--- src/rtl/elevator_scheduler_pkg.sv ---
// elev_pkg: floor codes, FSM states and SCAN target selection for elevator_scheduler.
package elev_pkg;
    localparam logic [2:0] FLOOR_A = 3'b001;
    localparam logic [2:0] FLOOR_B = 3'b010;
    localparam logic [2:0] FLOOR_C = 3'b011;
    localparam logic [2:0] FLOOR_D = 3'b100;

    typedef enum logic [1:0] {IDLE, MOVE, DOOR} state_t;

    typedef struct packed {
        logic       hit;
        logic [2:0] floor;
    } hit_t;

    typedef struct packed {
        logic       dir_up;
        logic [2:0] floor;
    } tgt_t;

    function automatic logic [1:0] floor_to_idx(input logic [2:0] f);
        return 2'(f - 3'd1);
    endfunction

    function automatic logic [2:0] idx_to_floor(input logic [1:0] i);
        return i == 2'd0 ? FLOOR_A : i == 2'd1 ? FLOOR_B : i == 2'd2 ? FLOOR_C : FLOOR_D;
    endfunction

    // Nearest pending floor strictly ahead of cur; the last match in scan order is the nearest.
    function automatic hit_t scan_dir(input logic [3:0] p, input logic [2:0] cur, input logic up);
        hit_t       r;
        logic [1:0] c;
        logic [1:0] i;
        r.hit   = 1'b0;
        r.floor = cur;
        c       = floor_to_idx(cur);
        for (int k = 0; k < 4; k++) begin
            i = up ? 2'(3 - k) : 2'(k);
            if (p[i] && (up ? i > c : i < c)) begin
                r.hit   = 1'b1;
                r.floor = idx_to_floor(i);
            end
        end
        return r;
    endfunction

    function automatic tgt_t next_target(input logic [3:0] p, input logic [2:0] cur, input logic up);
        hit_t a;
        hit_t b;
        tgt_t r;
        a        = scan_dir(p, cur, up);
        b        = scan_dir(p, cur, !up);
        r.dir_up = a.hit ? up : b.hit ? !up : up;
        r.floor  = a.hit ? a.floor : b.hit ? b.floor : cur;
        return r;
    endfunction
endpackage

--- src/rtl/elevator_scheduler_if.sv ---
// elevator_scheduler_if: call inputs and status outputs of the scheduler.
// door_hold exists only when ELEV_DOOR_HOLD_EN is defined.
interface elevator_scheduler_if;
    logic [3:0] call_req;
    logic [2:0] target_floor;
    logic [2:0] cur_floor;
    logic [3:0] pending;
    logic       dir_up;
    logic       moving;
    logic       door_open;
    logic       busy;
`ifdef ELEV_DOOR_HOLD_EN
    logic       door_hold;
`endif

    modport slave (
`ifdef ELEV_DOOR_HOLD_EN
        input  door_hold,
`endif
        input  call_req,
        output target_floor, cur_floor, pending, dir_up, moving, door_open, busy
    );

    modport master (
`ifdef ELEV_DOOR_HOLD_EN
        output door_hold,
`endif
        output call_req,
        input  target_floor, cur_floor, pending, dir_up, moving, door_open, busy
    );
endinterface

--- src/rtl/elevator_scheduler_dwell_timer.sv ---
// elev_dwell_timer: shared count-down timer pacing floor travel and door dwell.
module elev_dwell_timer #(
    parameter int W = 4
) (
    input  logic         clk,
    input  logic         clr_,
    input  logic         load_i,
    input  logic         hold_i,
    input  logic [W-1:0] load_val_i,
    output logic         expire_o
);
    logic [W-1:0] cnt_q;

    always_ff @(posedge clk or negedge clr_) begin
        if (!clr_) cnt_q <= '0;
        else if (load_i) cnt_q <= load_val_i;
        else if (!hold_i && cnt_q != '0) cnt_q <= cnt_q - 1'b1;
    end

    // Fires in the cycle whose decrement reaches zero, so a load of N yields N cycles.
    assign expire_o = !hold_i && cnt_q == W'(1);
endmodule

--- src/rtl/elevator_scheduler.sv ---
// elevator_scheduler: latches floor calls and steps the car with a collective SCAN policy.
// Define ELEV_DOOR_HOLD_EN to add door_hold, which freezes the door dwell timer.
module elevator_scheduler
    import elev_pkg::*;
#(
    parameter int TRAVEL_CYCLES = 4,
    parameter int DOOR_CYCLES   = 8
) (
    input logic                  clk,
    input logic                  clr_,
    elevator_scheduler_if.slave  bus
);
    localparam int MAXC = TRAVEL_CYCLES > DOOR_CYCLES ? TRAVEL_CYCLES : DOOR_CYCLES;
    localparam int TW   = $clog2(MAXC + 1);

    state_t        state_q, state_d;
    logic [2:0]    cur_q, cur_d, tgt_q, tgt_d, step;
    logic [3:0]    pend_q, pend_d, cur_oh;
    logic          dir_q, dir_d, moving_q, door_q, busy_q;
    logic          load, hold, expire, same_call, entry;
    logic [TW-1:0] load_val;
    tgt_t          t_idle;
    hit_t          t_move;

    elev_dwell_timer #(.W(TW)) u_timer (
        .clk        (clk),
        .clr_       (clr_),
        .load_i     (load),
        .hold_i     (hold),
        .load_val_i (load_val),
        .expire_o   (expire)
    );

    always_comb begin
        t_idle    = next_target(pend_q, cur_q, dir_q);
        t_move    = scan_dir(pend_q, cur_q, dir_q);
        step      = dir_q ? cur_q + 3'd1 : cur_q - 3'd1;
        cur_oh    = 4'b0001 << floor_to_idx(cur_q);
        same_call = state_q == DOOR && |(bus.call_req & cur_oh);
`ifdef ELEV_DOOR_HOLD_EN
        hold      = state_q == IDLE || (state_q == DOOR && bus.door_hold);
`else
        hold      = state_q == IDLE;
`endif
        state_d   = state_q;
        cur_d     = cur_q;
        tgt_d     = tgt_q;
        dir_d     = dir_q;
        if (state_q == IDLE && |pend_q) begin
            tgt_d   = t_idle.floor;
            dir_d   = t_idle.dir_up;
            state_d = t_idle.floor == cur_q ? DOOR : MOVE;
        end
        // While moving, only calls ahead retarget; direction is frozen until IDLE.
        if (state_q == MOVE) begin
            tgt_d = t_move.hit ? t_move.floor : tgt_q;
            if (expire) begin
                cur_d   = step;
                state_d = pend_q[floor_to_idx(step)] ? DOOR : MOVE;
            end
        end
        if (state_q == DOOR && expire && !same_call) state_d = IDLE;
        entry    = state_d == DOOR && state_q != DOOR;
        pend_d   = (pend_q & ~(entry ? 4'b0001 << floor_to_idx(cur_d) : 4'b0000))
                 | (bus.call_req & ~(state_q == DOOR ? cur_oh : 4'b0000));
        load     = (state_d == MOVE && (state_q != MOVE || expire)) || entry || same_call;
        load_val = state_d == MOVE ? TW'(TRAVEL_CYCLES) : TW'(DOOR_CYCLES);
    end

    always_ff @(posedge clk or negedge clr_) begin
        if (!clr_) begin
            state_q  <= IDLE;
            cur_q    <= FLOOR_A;
            tgt_q    <= FLOOR_A;
            pend_q   <= '0;
            dir_q    <= 1'b1;
            moving_q <= 1'b0;
            door_q   <= 1'b0;
            busy_q   <= 1'b0;
        end else begin
            state_q  <= state_d;
            cur_q    <= cur_d;
            tgt_q    <= tgt_d;
            pend_q   <= pend_d;
            dir_q    <= dir_d;
            moving_q <= state_d == MOVE;
            door_q   <= state_d == DOOR;
            busy_q   <= state_d != IDLE || |pend_d;
        end
    end

    assign bus.target_floor = tgt_q;
    assign bus.cur_floor    = cur_q;
    assign bus.pending      = pend_q;
    assign bus.dir_up       = dir_q;
    assign bus.moving       = moving_q;
    assign bus.door_open    = door_q;
    assign bus.busy         = busy_q;
endmodule

--- src/flat_wrapper.sv ---
// flat-port wrapper written by rule: the top's interface ports become plain ports
module elevator_scheduler_flat import elev_pkg::*;
#(
    parameter int TRAVEL_CYCLES = 4,
    parameter int DOOR_CYCLES   = 8
)
  (clk, clr_, bus_call_req, bus_target_floor, bus_cur_floor, bus_pending, bus_dir_up, bus_moving, bus_door_open, bus_busy);
  elevator_scheduler_if bus_i ();
  input logic clk;
  input logic clr_;
  input wire logic [$bits(bus_i.call_req)-1:0] bus_call_req;
  output wire logic [$bits(bus_i.target_floor)-1:0] bus_target_floor;
  output wire logic [$bits(bus_i.cur_floor)-1:0] bus_cur_floor;
  output wire logic [$bits(bus_i.pending)-1:0] bus_pending;
  output wire logic [$bits(bus_i.dir_up)-1:0] bus_dir_up;
  output wire logic [$bits(bus_i.moving)-1:0] bus_moving;
  output wire logic [$bits(bus_i.door_open)-1:0] bus_door_open;
  output wire logic [$bits(bus_i.busy)-1:0] bus_busy;
  assign bus_i.call_req = bus_call_req;
  assign bus_target_floor = bus_i.target_floor;
  assign bus_cur_floor = bus_i.cur_floor;
  assign bus_pending = bus_i.pending;
  assign bus_dir_up = bus_i.dir_up;
  assign bus_moving = bus_i.moving;
  assign bus_door_open = bus_i.door_open;
  assign bus_busy = bus_i.busy;
  elevator_scheduler #(.TRAVEL_CYCLES(TRAVEL_CYCLES), .DOOR_CYCLES(DOOR_CYCLES)) u_core (.clk(clk), .clr_(clr_), .bus(bus_i));
endmodule
--- config.mk ---
export PLATFORM = sky130hd
export DESIGN_NAME = elevator_scheduler_flat
export DESIGN_NICKNAME = d
export VERILOG_FILES = /design/src/rtl/elevator_scheduler_pkg.sv /design/src/rtl/elevator_scheduler_if.sv /design/src/rtl/elevator_scheduler_dwell_timer.sv /design/src/rtl/elevator_scheduler.sv /design/src/flat_wrapper.sv
export SDC_FILE = /design/constraint.sdc
export NUM_CORES = 1
export LEC_CHECK = 0
export CAP_MARGIN = 20
export CORE_ASPECT_RATIO = 1.4
export CORE_MARGIN = 10
export CORE_UTILIZATION = 55
export DETAILED_ROUTE_END_ITERATION = 7
export DONT_BUFFER_PORTS = 1
export GPL_TIMING_DRIVEN = 0
export PLACE_DENSITY = 0.73
export SYNTH_ARGS = -nofsm -noshare
export SYNTH_HDL_FRONTEND = slang
export SYNTH_HIERARCHICAL = 1
export SYNTH_SLANG_ARGS = --single-unit
--- constraint.sdc ---
create_clock -name clk -period 4.1 [get_ports clk]
set_input_delay 0.41 -clock clk [delete_from_list [all_inputs] [get_ports clk]]
set_output_delay 0.41 -clock clk [all_outputs]
set_load 0.05 [all_outputs]
==> flow_metrics.env <==
export IMPL_status="completed"
export IMPL_start_util=0.566
export IMPL_start_kind="register"
export IMPL_maxCapViolCount=0
export IMPL_critPathKind="reg2reg"
export IMPL_vias=1791
export IMPL_finalCritPeriodShare=0.964
export IMPL_hpwl_mm=3.78
export IMPL_firstDrtPassIters=4
export IMPL_n_antenna_cell=0
export IMPL_wl_mm=5.03
export IMPL_cp_data_arrival_time_ns=4.09
export IMPL_hold_viol=0
export IMPL_synth_cell_types=68
export IMPL_synth_main_ff_cell="dfrtp_1"
export IMPL_finClkSkew_ns=0.00495
export IMPL_viasPerCell=6.54
export IMPL_grt_max_degree=21
export IMPL_hp_class="in2reg"
export IMPL_crit_required_ns=4.24
export IMPL_synth_common_cells="nand2_1, dfrtp_1, inv_1, nor2_1, o21ai_0"
export IMPL_numCtsBuffers=3
export IMPL_clock_sinks=20
export IMPL_cts_tree="done"
export IMPL_die_w_um=69.6
export IMPL_synth_top_cell_by_area="dfrtp_1"
export IMPL_grt_pass1_wl_mm=8.21
export IMPL_hp_start="bus_call_req[1]"
export IMPL_ys_seq_area_frac=0.266
export IMPL_synthArstFlopShare=1.00
export IMPL_fillerInstances=291
export IMPL_synth_most_common_cell="nand2_1"
export IMPL_port_buffers=0
export IMPL_yosysWarnings=6
export IMPL_die_area_um2=6230
export IMPL_synth_edff_count=0
export IMPL_ioPinCount=20
export IMPL_register_area_um2=512
export IMPL_reg2reg_from="u_core/bus.dir_up"
export IMPL_grt_pass1_vias=1727
export IMPL_setup_slack_ns=0.148
export IMPL_netlist_area_um2=1890
export IMPL_max_clock_path_buffers=2
export IMPL_path_max_fanout=10
export IMPL_period_minus_slack_ns=3.95
export IMPL_multiInputGateArea_um2=1350
export IMPL_maxSlewHeadroom=0.401
export IMPL_synth_top_area_share=0.225
export IMPL_gp_congestion=0.924
export IMPL_fin_nets=253
export IMPL_cts_clk_slew_worst_paths_ns=0.08
export IMPL_rsz0062_at_grt="no"
export IMPL_max_clock_freq_ghz=0.253
export IMPL_cp_end_kind="register"
export IMPL_drtIter0Drc=108
export IMPL_grt_overflow_total=0
export IMPL_antenna_found_initial=0
export IMPL_grt_usage=0.157
export IMPL_synth_area_top_cells="dfrtp_1, ha_1, nand2_1"
export IMPL_synth_seq_cells=20
export IMPL_area_growth_pct=9.78
export IMPL_drive_above_1_share=0.162
export IMPL_crit_start="u_core/bus.dir_up"
export IMPL_final_antenna_net_count=0
export IMPL_tightest_slew_ns=0.896
export IMPL_preCtsSetupSlack_ns=-0.202
export IMPL_die_h_um=89.4
export IMPL_syn_avg_cell_area_um2=8.35
export IMPL_synth_cells=227
export IMPL_rows=25
export IMPL_h_tree_depth=1
export IMPL_post_route_drc_count=0
export IMPL_wl_per_cell_um=18.4
export IMPL_setup_violations_final=0
export IMPL_cts_root_buffer="clkbuf_8"
export IMPL_core_region_area_um2=3350
export IMPL_worstSkewPairLatency_ns=0.26
export IMPL_drv_slew=0
==> sequential cells by signal, indices dropped and copies added (netlist names) <==
register / count
u_core/bus.cur_floor: 3
u_core/state_q: 2
u_core/bus.pending: 4
u_core/bus.door_open: 1
u_core/bus.busy: 1
u_core/u_timer/cnt_q: 4
u_core/bus.moving: 1
u_core/bus.dir_up: 1
u_core/bus.target_floor: 3
==> routing by layer <==
metal  GRT usage  share of wire
met1       0.171           0.39
met2       0.290           0.53
met3      0.0178          0.036
met4      0.0936          0.036
met5           0              0
==> through the flow <==
| step | setup TNS (ns) | util | instance area [um2] | hold WS, ns | std cells |
|---|---|---|---|---|---|
| floorplan | 0 | - | 1900 | 0.114 | 228 |
| global placement | -0.182 | 0.582 | 1950 | 0.115 | 268 |
| detailed placement | -0.202 | 0.582 | 1950 | 0.115 | 268 |
| CTS | 0 | 0.606 | 2030 | 0.253 | 273 |
| global route | 0 | 0.621 | 2080 | 0.272 | 274 |
| finish | 0 | 0.621 | 2080 | 0.254 | 274 |
==> layout make-up <==
type | count | share of cell area
clock buffer | 4 | 0.0265
inverter | 13 | 0.0235
buffer | 8 | 0.0229
timing repair buffer | 2 | 0.00842
multi-input combinational | 187 | 0.649
tap | 40 | 0.0241
sequential | 20 | 0.246
==> repair_timing <==
item / 4_1_cts / 5_1_grt
buffers inserted: 0 / 1
pin swaps: 0 / 2
hold buffers: 1 / 0
setup endpoints to repair: 2 / 3
resized for setup: 6 / 10
hold endpoints to repair: 20 / 0
==> worst max-delay path, stage by stage, from the launching register on <==
cell and delay (ns):
dfstp_4 0.75, clkbuf_4 0.24, buf_4 0.19, inv_1 0.12, ha_4 0.21, and4bb_2 0.26
a31oi_2 0.21, nand4_1 0.16, or4_1 0.51, a22oi_2 0.23, a211oi_4 0.07, nand2_2 0.11
nor2_1 0.05, or3_1 0.34, a221o_1 0.37
==> kinds of logic after synthesis <==
| group | after synthesis | synth area share |
|---|---|---|
| DFF | 20 | 0.266 |
| other | 1 | 0.00198 |
| buffers and inverters | 21 | 0.0482 |
| and+or+nand+nor | 100 | 0.306 |
| xor gates and xnor gates | 4 | 0.0185 |
| AOI/OAI and AO/OA | 67 | 0.263 |
| adders and majority gates | 12 | 0.0793 |
| muxes | 2 | 0.0172 |
==> cells in the final DEF (no fill, tap or decap), drive strengths merged, types with 2 or more instances in the layout <==
| cell type | Yosys | routed |
|---|---|---|
| a211oi | 6 | 6 |
| a21boi | 3 | 3 |
| a21o | 2 | 2 |
| a21oi | 10 | 10 |
| a22oi | 2 | 2 |
| a31o | 2 | 2 |
| a31oi | 5 | 5 |
| and2b | 3 | 3 |
| and3 | 3 | 3 |
| and4 | 2 | 2 |
| and4bb | 2 | 2 |
| buf | 5 | 5 |
| clkbuf | 3 | 8 |
| conb | 1 | 2 |
| dfrtp | 17 | 17 |
| dfstp | 3 | 3 |
| ha | 12 | 12 |
| inv | 13 | 13 |
| nand2 | 28 | 28 |
| nand2b | 8 | 8 |
| nand3 | 5 | 5 |
| nand4 | 3 | 3 |
| nand4b | 2 | 2 |
| nand4bb | 2 | 2 |
| nor2 | 13 | 13 |
| nor2b | 3 | 3 |
| nor3 | 7 | 7 |
| nor3b | 4 | 4 |
| nor4 | 3 | 3 |
| o211ai | 4 | 4 |
| o21a | 4 | 4 |
| o21ai | 14 | 14 |
| o22a | 2 | 2 |
| o31ai | 3 | 3 |
| o32a | 2 | 2 |
| or3 | 6 | 6 |
| or4 | 3 | 3 |
| xnor2 | 3 | 3 |
==> worst paths after layout <==
path / cells after the start / slack (ns) / to
setup reg to reg: 14 / 0.15 / u_core/u_timer/cnt_q[3]
max in group asynchronous: 1 / 2.83 / u_core/bus.cur_floor[2]
hold / removal: 2 / 0.25 / u_core/bus.pending[1]
setup / recovery: 14 / 0.15 / u_core/u_timer/cnt_q[3]
hold reg to reg: 2 / 0.60 / u_core/u_timer/cnt_q[1]
min in group asynchronous: 1 / 0.72 / u_core/bus.pending[2]
Power is left out: the tool's default activity adds up to more than one toggle a clock period on the data nets, which glitch-free logic cannot reach.
==> edit: new RTL, same settings <==
`DOOR_CYCLES` is set to 8 in 2 places; all go to 4.
--- a/src/rtl/elevator_scheduler.sv
+++ b/src/rtl/elevator_scheduler.sv
@@ -4,7 +4,7 @@
     import elev_pkg::*;
 #(
     parameter int TRAVEL_CYCLES = 4,
-    parameter int DOOR_CYCLES   = 8
+    parameter int DOOR_CYCLES   = 4
 ) (
     input logic                  clk,
     input logic                  clr_,
--- a/src/flat_wrapper.sv
+++ b/src/flat_wrapper.sv
@@ -2,7 +2,7 @@
 module elevator_scheduler_flat import elev_pkg::*;
 #(
     parameter int TRAVEL_CYCLES = 4,
-    parameter int DOOR_CYCLES   = 8
+    parameter int DOOR_CYCLES   = 4
 )
   (clk, clr_, bus_call_req, bus_target_floor, bus_cur_floor, bus_pending, bus_dir_up, bus_moving, bus_door_open, bus_busy);
   elevator_scheduler_if bus_i ();
Function: changed (a bounded check fails within 10 cycles, from zero or initial values).
==> edit against the unedited design <==
Critical path depth fell by 1; area after synthesis fell by 2.2%; highest routed layer unchanged; synthesized cell count fell by 0.44%; critical endpoint is now u_core/bus.busy; cell count rose by 0.73%; setup slack improved by 120 ps; sequential cell count fell by 1; final area fell by 3.0%; routed wire length fell by 0.56%.
Power is left out: the tool's default activity adds up to more than one toggle a clock period on the data nets, which glitch-free logic cannot reach.
==> edit: results (changes against the unedited design) <==
| Metric | Value |
|---|---|
| Cts bufs inserted | 3 (unchanged) |
| Seq/Total Area, Yosys | 25.9% (-0.76 points) |
| Post-synth top cells | nand2_1 (32), nor2_1 (19), dfrtp_1 (16), ha_1 (13), a21oi_1 (12) |
| Drt via density | 6.38 (-2.4%) |
| Initial antenna violation count | 0 (unchanged) |
| Pre-CTS setup slack | 14.9 ps (+217 ps) |
| H-tree depth | 1 (unchanged) |
| Vias in the first global route | 1701 (-1.5%) |
| Total track usage | 16.1% (+0.35 points) |
| Routed wire per std cell | 18.1 um (-1.3%) |
| Worst Hold Class | input pin to flop |
| Total Nets Final | 257 (+1.6%) |
| Worst Path Max Fanout | 10 (unchanged) |
| Dpl cells | 266 (-0.75%) |
| Arrival time worst endpoint | 3970 ps (-120 ps) |
| Synth Area in Compound Gates | 25.1% (-1.2 points) |
| Largest net degree at the start of global routing | 20 (-4.8%) |
| Skew final | 4.47 ps (-0.483 ps) |
| Worst-Skew Late Latency | 260 ps (about the same) |
| Distinct cells, synth | 61 (-10%) |
| First-pass GRT wire length | 8.44 mm (+2.8%) |
| Multiplexer share of the synthesized area | 2.84% (+1.1 points) |
| Setup TNS | 0 ps (unchanged) |
| Cells after Synth | 226 (-0.44%) |
| Largest family of logic cells by synthesized area | simple AND/OR/NAND/NOR gates |
| Vias | 1761 (-1.7%) |
| Ranking of synthesized cells by area | dfrtp_1 (22%), ha_1 (8.8%), nand2_1 (6.5%) |
| Worst-path clk slew | 80 ps (about the same) |
| Tightest Pin Transition | 874 ps (-21.3 ps) |
| DR pass1 iterations | 4 (unchanged) |
| Synth Area in XOR/XNOR | 2.36% (+0.51 points) |
| Async S/R FF share, synth | 100% (unchanged) |
| Layout cells sized above 1 | 14.3% (-1.9 points) |
| # diodes | 0 (unchanged) |
| Area post-placement | 0.00191 mm2 (-2.2%) |
| CP max stage delay | 730 ps (-20 ps) |
| Post-Synth Adder-Cell Area | 8.78% (+0.85 points) |
| Clk buf depth | 2 (unchanged) |
| Most used flip-flop cell after synthesis | dfrtp_1 |
| Placer Congestion | 0.892 (-3.5%) |
| Clock Root Buffer | clkbuf_8 |
| IO Port Bufs | 0 (unchanged) |
| Number of DRC markers in iteration 0 | 144 (+33%) |
| Hpwl dp | 3.83 mm (+1.4%) |
| Status | completed |
| Max reg flops | 4 |
| CP max-delay cell | dfstp_4 |
| Syn. warnings | 6 (unchanged) |
-- edit: kinds of logic after synthesis --
group	count (synthesis)
compound gates	62
flops	19
other cells	2
mux	4
xor+xnor	5
simple gates	100
buf+inv	21
fa+ha+maj	13
-- edit: repair_timing --
item,in CTS,in global routing
setup buffers,0,5
pin swaps,0,1
gates resized for setup,1,6
endpoints found under the setup margin,1,6
hold buffers,1,0
cloned,0,0
endpoints found under the hold margin,19,0
-- edit: path summary, 6_finish.rpt --
path | end | slack, ps | startpoint | cells past startpoint
min in group asynchronous | u_core/bus.pending[1] | 710 | clr_ | 1
min | u_core/bus.pending[1] | 270 | bus_call_req[1] | 2
min reg2reg | u_core/u_timer/cnt_q[0] | 610 | u_core/u_timer/cnt_q[0] | 2
max reg2reg | u_core/bus.busy | 270 | u_core/bus.dir_up | 13
max in group asynchronous | u_core/bus.cur_floor[1] | 2800 | clr_ | 1
max | u_core/bus.busy | 270 | u_core/bus.dir_up | 13
-- edit: metal layers --
layer / wire [um] / track usage (%) / part of all wire (%) / up-vias
met5: 0 / 0 / 0 / -
met4: 14 / 4.04 / 0.28 / 0
met3: 269 / 3.81 / 5.4 / 2
met2: 2440 / 27.8 / 49 / 41
met1: 2290 / 19.7 / 46 / 868
li1: - / - / - / 850
-- edit: final cells by class --
cell class	count	area (um2)
flip-flops and latches	19	488
repair buffers	6	47.5
inverters	11	48.8
multi-input cells	187	1280
clock inverters	1	5.00
fillers	294	1170
well taps	39	48.8
plain buffers	10	56.3
clock buffers	3	41.3
-- edit: worst max-delay path, delay by kind of cell, from the launching register on --
| family | cells | cell delay, ps |
|---|---|---|
| fa+ha+maj | 1 | 400 |
| compound gates | 5 | 1010 |
| flops | 1 | 730 |
| buf+inv | 3 | 550 |
| simple gates | 4 | 1000 |
